===== config.mk =====
export PLATFORM = sky130hd
export DESIGN_NAME = halt_ctrl
export DESIGN_NICKNAME = d
export VERILOG_FILES = /design/src/rtl/halt_ctrl_pkg.sv /design/src/rtl/halt_ctrl.sv
export SDC_FILE = /design/constraint.sdc
export NUM_CORES = 1
export LEC_CHECK = 0
export CAP_MARGIN = 20
export CORE_ASPECT_RATIO = 1.1
export CORE_MARGIN = 10
export CORE_UTILIZATION = 44
export CTS_CLUSTER_SIZE = 24
export DETAILED_ROUTE_END_ITERATION = 12
export PLACE_DENSITY = 0.86
export SYNTH_ARGS = -nofsm -noshare
export SYNTH_HDL_FRONTEND = slang
export SYNTH_SLANG_ARGS = --single-unit

===== constraint.sdc =====
create_clock -name clock -period 2.75 [get_ports clock]
set_input_delay 0.55 -clock clock [delete_from_list [all_inputs] [get_ports clock]]
set_output_delay 0.55 -clock clock [all_outputs]
set_load 0.02 [all_outputs]

===== src/rtl/halt_ctrl_pkg.sv =====
// Shared core definitions for the halt controller: FSM states and the ebreak encoding.
package halt_ctrl_pkg;

    typedef enum logic [1:0] {
        ST_IDLE   = 2'd0,
        ST_DRAIN  = 2'd1,
        ST_REPORT = 2'd2,
        ST_HALTED = 2'd3
    } halt_state_e;

    localparam logic [31:0] EBREAK_INST = 32'h0010_0073;

    function automatic logic is_ebreak(input logic valid, input logic [31:0] inst);
        return valid && (inst == EBREAK_INST);
    endfunction

endpackage


===== src/rtl/halt_ctrl.sv =====
// Halt controller: on a retiring ebreak, freezes the core, drains the pipeline
// (bounded by DRAIN_TIMEOUT), reports the exit code to the harness, then halts.
module halt_ctrl
    import halt_ctrl_pkg::*;
#(
    parameter int XLEN          = 64,
    parameter int DRAIN_TIMEOUT = 16
) (
    input  logic            clock,
    input  logic            reset_n,
    input  logic            wb_valid,
    input  logic [31:0]     wb_inst,
    input  logic [XLEN-1:0] wb_pc,
    input  logic [XLEN-1:0] a0_value,
    input  logic            pipe_empty,
    input  logic            halt_ready,
    output logic            stall_req,
    output logic            halt_valid,
    output logic [31:0]     halt_code,
    output logic [XLEN-1:0] halt_pc,
    output logic            halt_timeout,
    output logic            halted,
    output logic [63:0]     cycle_cnt,
    output logic [63:0]     instret_cnt
);

    localparam int CNT_W = (DRAIN_TIMEOUT > 1) ? $clog2(DRAIN_TIMEOUT) : 1;
    localparam logic [CNT_W-1:0] DRAIN_LAST = CNT_W'(DRAIN_TIMEOUT - 1);

    halt_state_e     state_q;
    logic [CNT_W-1:0] drain_cnt_q;
    logic            stall_q;
    logic            valid_q;
    logic            halted_q;
    logic            timeout_q;
    logic [31:0]     code_q;
    logic [XLEN-1:0] pc_q;
    logic [63:0]     cycle_cnt_q;
    logic [63:0]     instret_cnt_q;

    logic ebreak;
    assign ebreak = is_ebreak(wb_valid, wb_inst);

    // Only the low word of a0 is the exit code; the rest is deliberately dropped.
    logic unused_a0_hi;
    assign unused_a0_hi = ^a0_value;

    // NOTE: every register below uses non-blocking assignments so all state
    // updates on an edge see the pre-edge values, whatever order they are written in.
    always_ff @(posedge clock or negedge reset_n) begin
        if (!reset_n) begin
            state_q       <= ST_IDLE;
            drain_cnt_q   <= '0;
            stall_q       <= 1'b0;
            valid_q       <= 1'b0;
            halted_q      <= 1'b0;
            timeout_q     <= 1'b0;
            code_q        <= '0;
            pc_q          <= '0;
            cycle_cnt_q   <= '0;
            instret_cnt_q <= '0;
        end else begin
            case (state_q)
                ST_IDLE: begin
                    cycle_cnt_q <= cycle_cnt_q + 64'd1;
                    if (wb_valid) begin
                        instret_cnt_q <= instret_cnt_q + 64'd1;
                    end
                    if (ebreak) begin
                        code_q      <= a0_value[31:0];
                        pc_q        <= wb_pc;
                        drain_cnt_q <= '0;
                        stall_q     <= 1'b1;
                        state_q     <= ST_DRAIN;
                    end
                end
                ST_DRAIN: begin
                    cycle_cnt_q <= cycle_cnt_q + 64'd1;
                    // pipe_empty wins over the timeout when both happen on the last cycle.
                    if (pipe_empty) begin
                        timeout_q <= 1'b0;
                        valid_q   <= 1'b1;
                        state_q   <= ST_REPORT;
                    end else if (drain_cnt_q == DRAIN_LAST) begin
                        timeout_q <= 1'b1;
                        valid_q   <= 1'b1;
                        state_q   <= ST_REPORT;
                    end else begin
                        drain_cnt_q <= drain_cnt_q + 1'b1;
                    end
                end
                ST_REPORT: begin
                    if (halt_ready) begin
                        valid_q  <= 1'b0;
                        halted_q <= 1'b1;
                        state_q  <= ST_HALTED;
                    end
                end
                ST_HALTED: begin
                end
                default: begin
                    state_q <= ST_IDLE;
                end
            endcase
        end
    end

    assign stall_req    = stall_q;
    assign halt_valid   = valid_q;
    assign halt_code    = code_q;
    assign halt_pc      = pc_q;
    assign halt_timeout = timeout_q;
    assign halted       = halted_q;
    assign cycle_cnt    = cycle_cnt_q;
    assign instret_cnt  = instret_cnt_q;

endmodule


Word level (Yosys, flattened, before mapping)
Cells that the tools add are included.
Widths: inputs -> output; s select.

storage, ports and cells
  bits in registers = 234
  output and inout bits = 228
  word-level logic and storage cells = 50

cells by class
  $add $sub $neg = 3
  equal/unequal tests = 9
  mux-type cells = 14
  reduce and logical (&&, ||, !) cells = 14

operator list
  cell                   number
  $add 64x1->64 const B  2
  $eq 32x21->1 const B   1
  $mux 4                 3
  $mux 2                 4
  $ne 2x2->1 const B     4
  $pmux 4 s2             1
  $reduce_and 2->1       4
  $reduce_and 4->1       2
  $pmux 2 s3             1
  $reduce_bool 2->1      3
  $add 4x1->4 const B    1
  $eq 4x4->1 const B     1
  $mux 1                 4
  $ne 3x3->1 const B     1
  $reduce_and 3->1       1
  $reduce_bool 3->1      1
  $eq 2x1->1 const B     1
  $eq 2x2->1 const B     1
  $logic_not 2->1        1
  $pmux 1 s2             1
  $reduce_or 2->1        1
  $logic_and 1x1->1      1

Longest topological paths before layout
Gate-level depths: netlist (run 1).

  depth in word-level cells = 4
  depth in mapped cells = 8
  depth with buffers taken out = 7

Worst setup path after synthesis (run 1)
OpenSTA, ideal clock, no wires.

  path type = input-to-reg
  start = input port wb_inst[29]
  end = register pc_q[21] (netlist: halt_pc[21])
  data arrival time = 2.039 ns
  data required time = 2.623 ns
  path slack = 0.583 ns
  stages = 6
  cell sequence = nor4_1 > nand4_1 > nor4_4 > buf_4 > buf_6 > mux2_1

between the ends
  longest elaborated chain between the ends = 3

ends and longest elaborated chain
  item                        line                 RTL
  start: declaration          halt_ctrl.sv:12      input logic [31:0] wb_inst,
  $eq 32x21->1                halt_ctrl_pkg.sv:14  return valid && (inst == EBREAK_INST);
  $logic_and 1x1->1           halt_ctrl_pkg.sv:14
  $reduce_and 2->1 (no line)  --
  end signal: assignment      halt_ctrl.sv:71      pc_q <= wb_pc;
  end: declaration            halt_ctrl.sv:37      logic [XLEN-1:0] pc_q;

No other way between the ends.
A chain may end at the register's enable or synchronous reset.

Worst setup path after layout (run 1)
  start = register state_q[1]
  end = register cycle_cnt_q[52] (netlist: cycle_cnt[52])

between the ends
  longest elaborated chain between the ends = 2

ends and longest elaborated chain
  item                                           line             RTL
  start: declaration                             halt_ctrl.sv:30  halt_state_e state_q;
  start signal: assignment                       halt_ctrl.sv:52  state_q <= ST_IDLE;
  start signal: assignment                       halt_ctrl.sv:74  state_q <= ST_DRAIN;
  start signal: assignment                       halt_ctrl.sv:83  state_q <= ST_REPORT;
  $eq 2x1->1 or $logic_not 2->1 (tied branches)  halt_ctrl.sv:63  case (state_q)
  $reduce_or 2->1 (no line) (*)                  --
  end signal: assignment                         halt_ctrl.sv:65  cycle_cnt_q <= cycle_cnt_q + 64'd1;
  end signal: assignment                         halt_ctrl.sv:78  cycle_cnt_q <= cycle_cnt_q + 64'd1;
  end: declaration                               halt_ctrl.sv:38  logic [63:0] cycle_cnt_q;

Every way passes the cells marked *; elsewhere a longest branch is shown, timed or not.

==> results of run 1 <==
[cell usage in the layout (no fill, tap or decap), types with 4 or more instances in the layout]
cell type        synthesis  layout
nor3_1                  34      34
ha_1                     8       8
buf_12                   0       8
nand4_1                 33      33
nor4_1                  20      20
clkbuf_8                 0       5
mux2_2                  71      71
and3_1                   9       9
xor2_1                  62      62
inv_1                   25      25
nand2_1                 58      57
clkbuf_1                 3       5
nor2_1                  38      38
clkdlybuf4s50_1          0     359
and2_1                   9       9
o21ai_0                  4       4
dfrtp_1                234     234
buf_4                    2      13
and4_1                   8       8
mux2_1                  29      29
bufinv_16                0       4
xnor2_1                 64      64
nand3_1                 42      42
clkbuf_16                0      25
[final cells by class]
cell class	instances	area, um2	area share [%]
flip-flops and latches	234	5860	38.9
clock inverters	8	144	0.955
multi-input cells	530	4020	26.7
clock buffers	35	713	4.73
well taps	300	375	2.49
repair buffers	381	3870	25.7
inverters	25	93.8	0.623
[stage by stage]
stage	setup WS (ps)	cell area (um2)	hold slack [ps]	util, %
3_5_place_dp	-61.6	14200	451	62.5
4_1_cts	10.4	15100	10.1	66.3
3_3_place_gp	-68.2	14200	438	62.5
5_1_grt	55.2	15100	36.6	66.3
2_1_floorplan	583	10100	254	-
6_report	325	15100	-7.91	66.3
[cells in the mapped netlist, types with 8 or more instances]
| master | instances | area share (%) |
|---|---|---|
| inv_1 | 25 | 0.93 |
| nor3_1 | 34 | 1.7 |
| xnor2_1 | 64 | 5.6 |
| xor2_1 | 62 | 5.4 |
| nor2_1 | 38 | 1.4 |
| mux2_2 | 71 | 7.9 |
| ha_1 | 8 | 0.99 |
| nand4_1 | 33 | 2.1 |
| nand3_1 | 42 | 2.1 |
| mux2_1 | 29 | 3.2 |
| and4_1 | 8 | 0.70 |
| nor4_1 | 20 | 1.2 |
| and2_1 | 9 | 0.56 |
| buf_2 | 11 | 0.55 |
| dfrtp_1 | 234 | 58 |
| nand2_1 | 58 | 2.2 |
| and3_1 | 9 | 0.56 |
[per-layer routing]
metal  vias up  part of all wire (%)
met3        31                   9.7
met5         -                     0
li1       3611                     -
met1      3840                    38
met4         0                   1.4
met2       289                    51
[worst max-delay path by stage]
| stage | slack, ps | from | to |
|---|---|---|---|
| 2_1_floorplan | 580 | wb_inst[29] | halt_pc[21] |
| 3_3_place_gp | -70 | wb_valid | halt_pc[15] |
| 3_5_place_dp | -60 | wb_valid | halt_code[19] |
| 4_1_cts | 10 | state_q[1] | cycle_cnt[61] |
| 5_1_grt | 60 | state_q[1] | cycle_cnt[53] |
| 6_report | 320 | state_q[1] | cycle_cnt[52] |
[registers in the layout (all words and copies together) (netlist names), 2 cells and up]
signal and cells:
cycle_cnt 64, halt_pc 64, instret_cnt 64, halt_code 32, drain_cnt_q 4, state_q 2
[worst register-to-register path, delay by kind of cell, from the launching register on]
family,cells,cell delay (ps)
XOR/XNOR,1,170
AO/OA/AOI/OAI,1,230
flip-flops,1,420
buffers and inverters,1,110
adder cells (fa/ha/maj),1,220
AND/OR/NAND/NOR,3,1220
[power groups by stage]
stage	logic, mW	registers, mW	clock network [mW]
after floorplan	0.414	3.85	0
after CTS	1.15	3.72	3.60
after detailed placement	1.14	3.78	0
after global placement	1.11	3.77	0
after global routing	1.23	3.75	3.74
final	1.13	3.72	3.52
[cells by family (layout without fill, tap and decap cells)]
kind of cell    count (synthesis)  count (layout)  share of synthesized area, %
fa+ha+maj                       8               8                         0.994
simple gates                  278             278                          15.3
buf+inv                        44             449                          2.08
compound gates                 16              16                          1.17
xor+xnor                      126             126                          11.0
mux                           102             102                          11.4
flops                         234             234                          58.2
[repair_timing]
| action | 4_1_cts | 5_1_grt |
|---|---|---|
| setup buffers | 0 | 0 |
| resized for setup | 0 | 2 |
| endpoints found under the setup margin | 0 | 9 |
==> reports/metrics.cfg, run 1 <==
[place]
place_hpwl_um=23800
gp_congestion=0.855
numPortBuffers=360
dpl.cell_count=1470

[setup_path]
r2r_end=cycle_cnt[52]
crit_path_start_kind=flip-flop
cp_top_family=simple AND/OR/NAND/NOR gates
slowest_delay_ps=470
path_buf_inv=1
crit_arrival_ps=2870
critPathKind=reg2reg
path_cells=inv_1 -> ha_1 -> o2111ai_2 -> nor3_4 -> nand4_1 -> nor4_1 -> xor2_1
cp.depth=7
crit_path_top_delay_cell=nor3_4
required_ps=3200
path_max_fanout=9
rrSetupSlack_ps=320
crit_path_end_kind=flip-flop
rr_worst_depth=7
crit-reg2reg-launch=state_q[1]

[die]
die_x_um=164
die_area_mm2=0.0293
die_height_um=179
io_pins=393
core_mm2=0.0227
start_util_pct=44.3
row_count=58

[global_route]
use_met3_pct=6.75
grt_max_degree=72
antenna_found_initial=0
gr-usage-met1_pct=23.3
grt_overflow=0
grt_pass1_vias=8329
grt_pass1_wl_um=47500
busiest_layer=met2
grt_usage_pct=20.4
grtUsageMet2_pct=36.7

[clocking]
htree_num_levels=1
clkLatencyLatePin_ps=520
hold_buffers=0
clkTransAtPathRegs_ps=60
cts_buffer_depth=3
cts_tree=done
cts-root-buf=clkbuf_16
cts.sinks=234
cts_buffers=25

[sta]
tns_ps=0
grt_setup_unrepaired=no
hold_viol_final=1
min_period_ps=2430
finalMaxSlewViolations=0
setup_viol=0
clock.fmax_mhz=412
worstMarginPinSlew_ps=662
relSlewSlack_pct=55.5
timing.hold.ws_ps=-7.91
fin_crit_sh_pct=88.2
fin_skew_ps=10.8

[cells_and_area]
fin_nets=1370
finalNonFillerCells=1513
fill_cells=1668
drive_gt1_share_pct=12.2
synthToLayoutAreaGrowth_pct=49.6
diodes=0

[synthesis]
yosysWarnings=0
synth_edf_count=0
ys.flop_type=dfrtp_1
netlist_area_mm2=0.0101
synth_seq_cells=234
synth_nets=981
syn_area_per_cell_um2=12.5
ys_seq_area_share_pct=58.2
synthArstFlopShare_pct=100
ys_types=45
synth_cells=808

[detailed_routing]
firstDrtPassIters=4
vias=7771
ant_nets=0
drt_first_iter_violations=353
drc=0
wl_per_cell_um=20.6
drt_wl_total_um=31200
viasPerCell=5.14

[pwr]
peakVddDrop_mv=0.611
intPower_mw=6.33
power_density_mw_per_mm2=556
clkPwrFrac_pct=42.1
p_comb_share_pct=13.5
p_switching_mw=2.04
swShare_pct=24.4
seq_power_share_pct=44.5
p_total_mw=8.37
leakagePower_nw=6.84

[flow_run]
cap_violations=0

[outcome]
violations=negative hold slack
status=complete, but fails checks

[min_path]
min_path_type=in2async

(Power assumes the default switching activity.)
==> run 2: changes to the inputs <==
Settings changed: GPL_ROUTABILITY_DRIVEN from default to 1, HOLD_SLACK_MARGIN from default to 0.12.
==> reports/metrics.cfg, run 2 (same netlist as run 1, synthesis figures left out) <==
[clocking]
cts.sinks=234
cts-root-buf=clkbuf_16
cts_buffer_depth=3
cts_tree=done
clkTransAtPathRegs_ps=60
clkLatencyLatePin_ps=520
cts_buffers=25
cts_setup_buffers=0
htree_num_levels=1

[detailed_routing]
viasPerCell=5.14
drc=0
firstDrtPassIters=4
vias=7781
wl_per_cell_um=20.6
drt_wl_total_um=31100
ant_nets=0
drt_first_iter_violations=323

[sta]
fin_skew_ps=10.7
finalMaxSlewViolations=0
setup_viol=0
clock.fmax_mhz=417
fin_crit_sh_pct=87.2
hold_viol_final=0
timing.hold.ws_ps=468
relSlewSlack_pct=54.9
min_period_ps=2400
grt_setup_unrepaired=no
worstMarginPinSlew_ps=671

[cells_and_area]
drive_gt1_share_pct=12.2
fill_cells=1665
finalNonFillerCells=1514
synthToLayoutAreaGrowth_pct=49.7
final_common_cell=clkdlybuf4s50_1
diodes=0
final_cell_mix=359 x clkdlybuf4s50_1, 234 x dfrtp_1, 71 x mux2_2, 64 x xnor2_1, 62 x xor2_1
fin_nets=1371

[flow_run]
cap_violations=0

[setup_path]
crit_path_start_kind=flip-flop
crit_path_end_kind=flip-flop
path_cells=inv_1 -> ha_1 -> o2111ai_1 -> nor4_4 -> nand2_2 -> nor3_1 -> xor2_1
path_max_fanout=14
required_ps=3180
slowest_delay_ps=420
critPathKind=reg2reg
path_buf_inv=1
crit_path_top_delay_cell=dfrtp_1
cp_top_family=simple AND/OR/NAND/NOR gates
crit_arrival_ps=2830

[die]
die_area_mm2=0.0293
start_util_pct=44.3
die_height_um=179
die_x_um=164
row_count=58
io_pins=393
core_mm2=0.0227

[pwr]
leakagePower_nw=6.85
peakVddDrop_mv=0.611
power_density_mw_per_mm2=555
p_total_mw=8.37

[global_route]
grt_pass1_wl_um=47600
grt_pass1_vias=8329
antenna_found_initial=0
grt_overflow=0
grt_usage_pct=20.5
gr-usage-met1_pct=23.4
grt_max_degree=72
use_met3_pct=6.78
busiest_layer=met2
grtUsageMet2_pct=36.8

[place]
dpl.cell_count=1470
numPortBuffers=360
place_hpwl_um=23800
gp_congestion=0.855

[outcome]
status=finished, final reports clean

[min_path]
min_path_type=reg2reg

[run 2: changes by cell type in the layout (fill, tap and decap cells not counted), sizes merged]
cell         before  now
dlygate4sd3       0    1
[run 2: area by class of cell]
cell class	instances	area [um2]	area share, %
Multi-Input combinational cell	530	4020	26.6
Inverter	25	93.8	0.623
Tap cell	300	375	2.49
Timing Repair Buffer	382	3880	25.7
Clock inverter	8	144	0.955
Clock buffer	35	713	4.73
Sequential cell	234	5860	38.8
[run 2: what timing repair did]
action / 4_1_cts / 5_1_grt
resized for setup: 0 / 2
endpoints found under the hold margin: 67 / 0
setup endpoints to repair: 0 / 9
hold buffers: 1 / 0
[run 2: final timing paths]
kind	slack, ps	depth (start not counted)	to	from
setup reg to reg	350	7	cycle_cnt[61]	state_q[1]
hold / removal	470	1	cycle_cnt[63]	cycle_cnt[63]
min in group asynchronous	590	2	cycle_cnt[63]	reset_n
setup / recovery	350	7	cycle_cnt[61]	state_q[1]
hold reg to reg	470	1	cycle_cnt[63]	cycle_cnt[63]
max in group asynchronous	1400	3	halt_pc[63]	reset_n
[run 2: routing by layer]
| layer | part of all wire (%) | routed length, um |
|---|---|---|
| met5 | 0 | 0 |
| met2 | 51 | 15900 |
| met4 | 1.3 | 413 |
| met3 | 9.4 | 2940 |
| met1 | 38 | 11900 |
[run 2: power breakdown]
group	internal, mW	switching, mW	leakage, nW	total, mW
clock	2.17	1.35	0.423	3.52
sequential	3.57	0.151	3.19	3.72
combinational	0.588	0.540	3.24	1.13
total	6.33	2.04	6.85	8.37
[run 2: per-stage QoR]
step,setup WS [ps],setup TNS [ps],instance area [um2],util [%]
2_1_floorplan,583,0,10100,-
3_3_place_gp,-68.2,-4470,14200,62.5
3_5_place_dp,-61.6,-2900,14200,62.5
4_1_cts,10.4,0,15100,66.3
5_1_grt,55.2,0,15100,66.4
6_report,351,0,15100,66.4
==> run 3: changes to the inputs <==
Settings changed: CORE_UTILIZATION 44 to 45, HOLD_SLACK_MARGIN 0.12 to 0.15, PLACE_DENSITY 0.86 to default, PLACE_DENSITY_LB_ADDON from default to 0.3.
Clock period 2.75 ns to 3 ns, I/O delays scaled along.
==> reports/metrics.cfg, run 3 (same netlist as run 1, synthesis figures left out) <==
[setup_path]
critPathKind=reg2reg
crit_path_start_kind=flip-flop
path_cells=inv_1 -> ha_1 -> o2111ai_1 -> nor4_2 -> buf_4 -> nand2_1 -> nor4_1 -> xor2_1
crit_arrival_ps=3130
required_ps=3420
slowest_delay_ps=430
crit_path_end_kind=flip-flop
crit_path_top_delay_cell=nor4_1
cp_top_family=simple AND/OR/NAND/NOR gates
path_max_fanout=14
path_buf_inv=2

[clocking]
htree_num_levels=1
cts-root-buf=clkbuf_16
cts.sinks=234
clkTransAtPathRegs_ps=60
cts_buffer_depth=3
hold_buffers=1
cts_setup_buffers=0
cts_tree=done
cts_buffers=25
ctsResizeCount=0
clkLatencyLatePin_ps=510

[die]
core_mm2=0.0220
die_area_mm2=0.0288
io_pins=393
die_height_um=177
row_count=57
die_x_um=163
start_util_pct=45.7

[sta]
fin_crit_sh_pct=90.2
setup_viol=0
grt_setup_unrepaired=no
clock.fmax_mhz=369
fin_skew_ps=11.3
tns_ps=0
fin_ws_ps=293
worstMarginPinSlew_ps=680
hold_viol_final=0
min_period_ps=2710
finalMaxSlewViolations=0
relSlewSlack_pct=54.7

[pwr]
p_total_mw=7.28
peakVddDrop_mv=0.478
power_density_mw_per_mm2=490
leakagePower_nw=6.75

[detailed_routing]
drc=0
drt_first_iter_violations=418
firstDrtPassIters=4
wl_per_cell_um=20.1
viasPerCell=5.08
drt_wl_total_um=30300
ant_nets=0
vias=7631

[cells_and_area]
fill_cells=1642
multi_input_comb_area_mm2=0.00400
postLayoutCoreUtil_pct=67.5
final_cell_mix=359 x clkdlybuf4s50_1, 234 x dfrtp_1, 71 x mux2_2, 64 x xnor2_1, 62 x xor2_1
final_common_cell=clkdlybuf4s50_1
drive_gt1_share_pct=11.6
regArea_mm2=0.00586
finalNonFillerCells=1503
synthToLayoutAreaGrowth_pct=47.8
diodes=0
fin_nets=1364

[min_path]
min_path_type=reg2reg

[place]
place_hpwl_um=23700
dpl.cell_count=1458
gp_congestion=0.846
numPortBuffers=360
dp_slack_ps=-78.7

[global_route]
grt_pass1_wl_um=46300
grt_overflow=0
grt_max_degree=85
grt_pass1_vias=7973
antenna_found_initial=0
grt_usage_pct=20.3

[outcome]
status=finished, final reports clean

[flow_run]
cap_violations=0

[run 3: final timing paths]
kind / from / endpoint / slack, ps / cells after the start
min in group asynchronous: reset_n / halt_pc[62] / 680 / 2
worst min register to register: cycle_cnt[63] / cycle_cnt[63] / 460 / 1
max in group asynchronous: reset_n / cycle_cnt[57] / 1480 / 3
worst max register to register: state_q[0] / cycle_cnt[59] / 290 / 8
worst min-delay path: cycle_cnt[63] / cycle_cnt[63] / 460 / 1
worst max-delay path: state_q[0] / cycle_cnt[59] / 290 / 8
[run 3: cell type report]
cell class	count	share of cell area, %
flip-flops and latches	234	39.4
multi-input cells	530	26.9
repair buffers	375	25.4
clock buffers	37	4.91
well taps	295	2.48
inverters	25	0.631
clock inverters	7	0.252
[run 3: metrics by stage]
stage	hold WS, ps	instance area (um2)
5_1_grt	479	14900
2_1_floorplan	304	10100
6_report	461	14900
3_3_place_gp	442	14100
4_1_cts	470	14900
3_5_place_dp	459	14100
[run 3: report_power, final]
group	total, mW	internal (mW)	switching, mW	leakage (nW)
sequential	3.41	3.27	0.133	3.19
clock	2.89	1.68	1.21	0.382
combinational	0.991	0.505	0.486	3.18
total	7.28	5.45	1.83	6.75
[run 3: routing by layer]
layer / global-route usage (%) / vias to the layer above / wire length, um
met1: 23.8 / 3770 / 12100
met2: 35.9 / 250 / 15300
met3: 6.40 / 23 / 2480
met4: 3.61 / 0 / 374
met5: 0 / - / 0
li1: - / 3588 / -
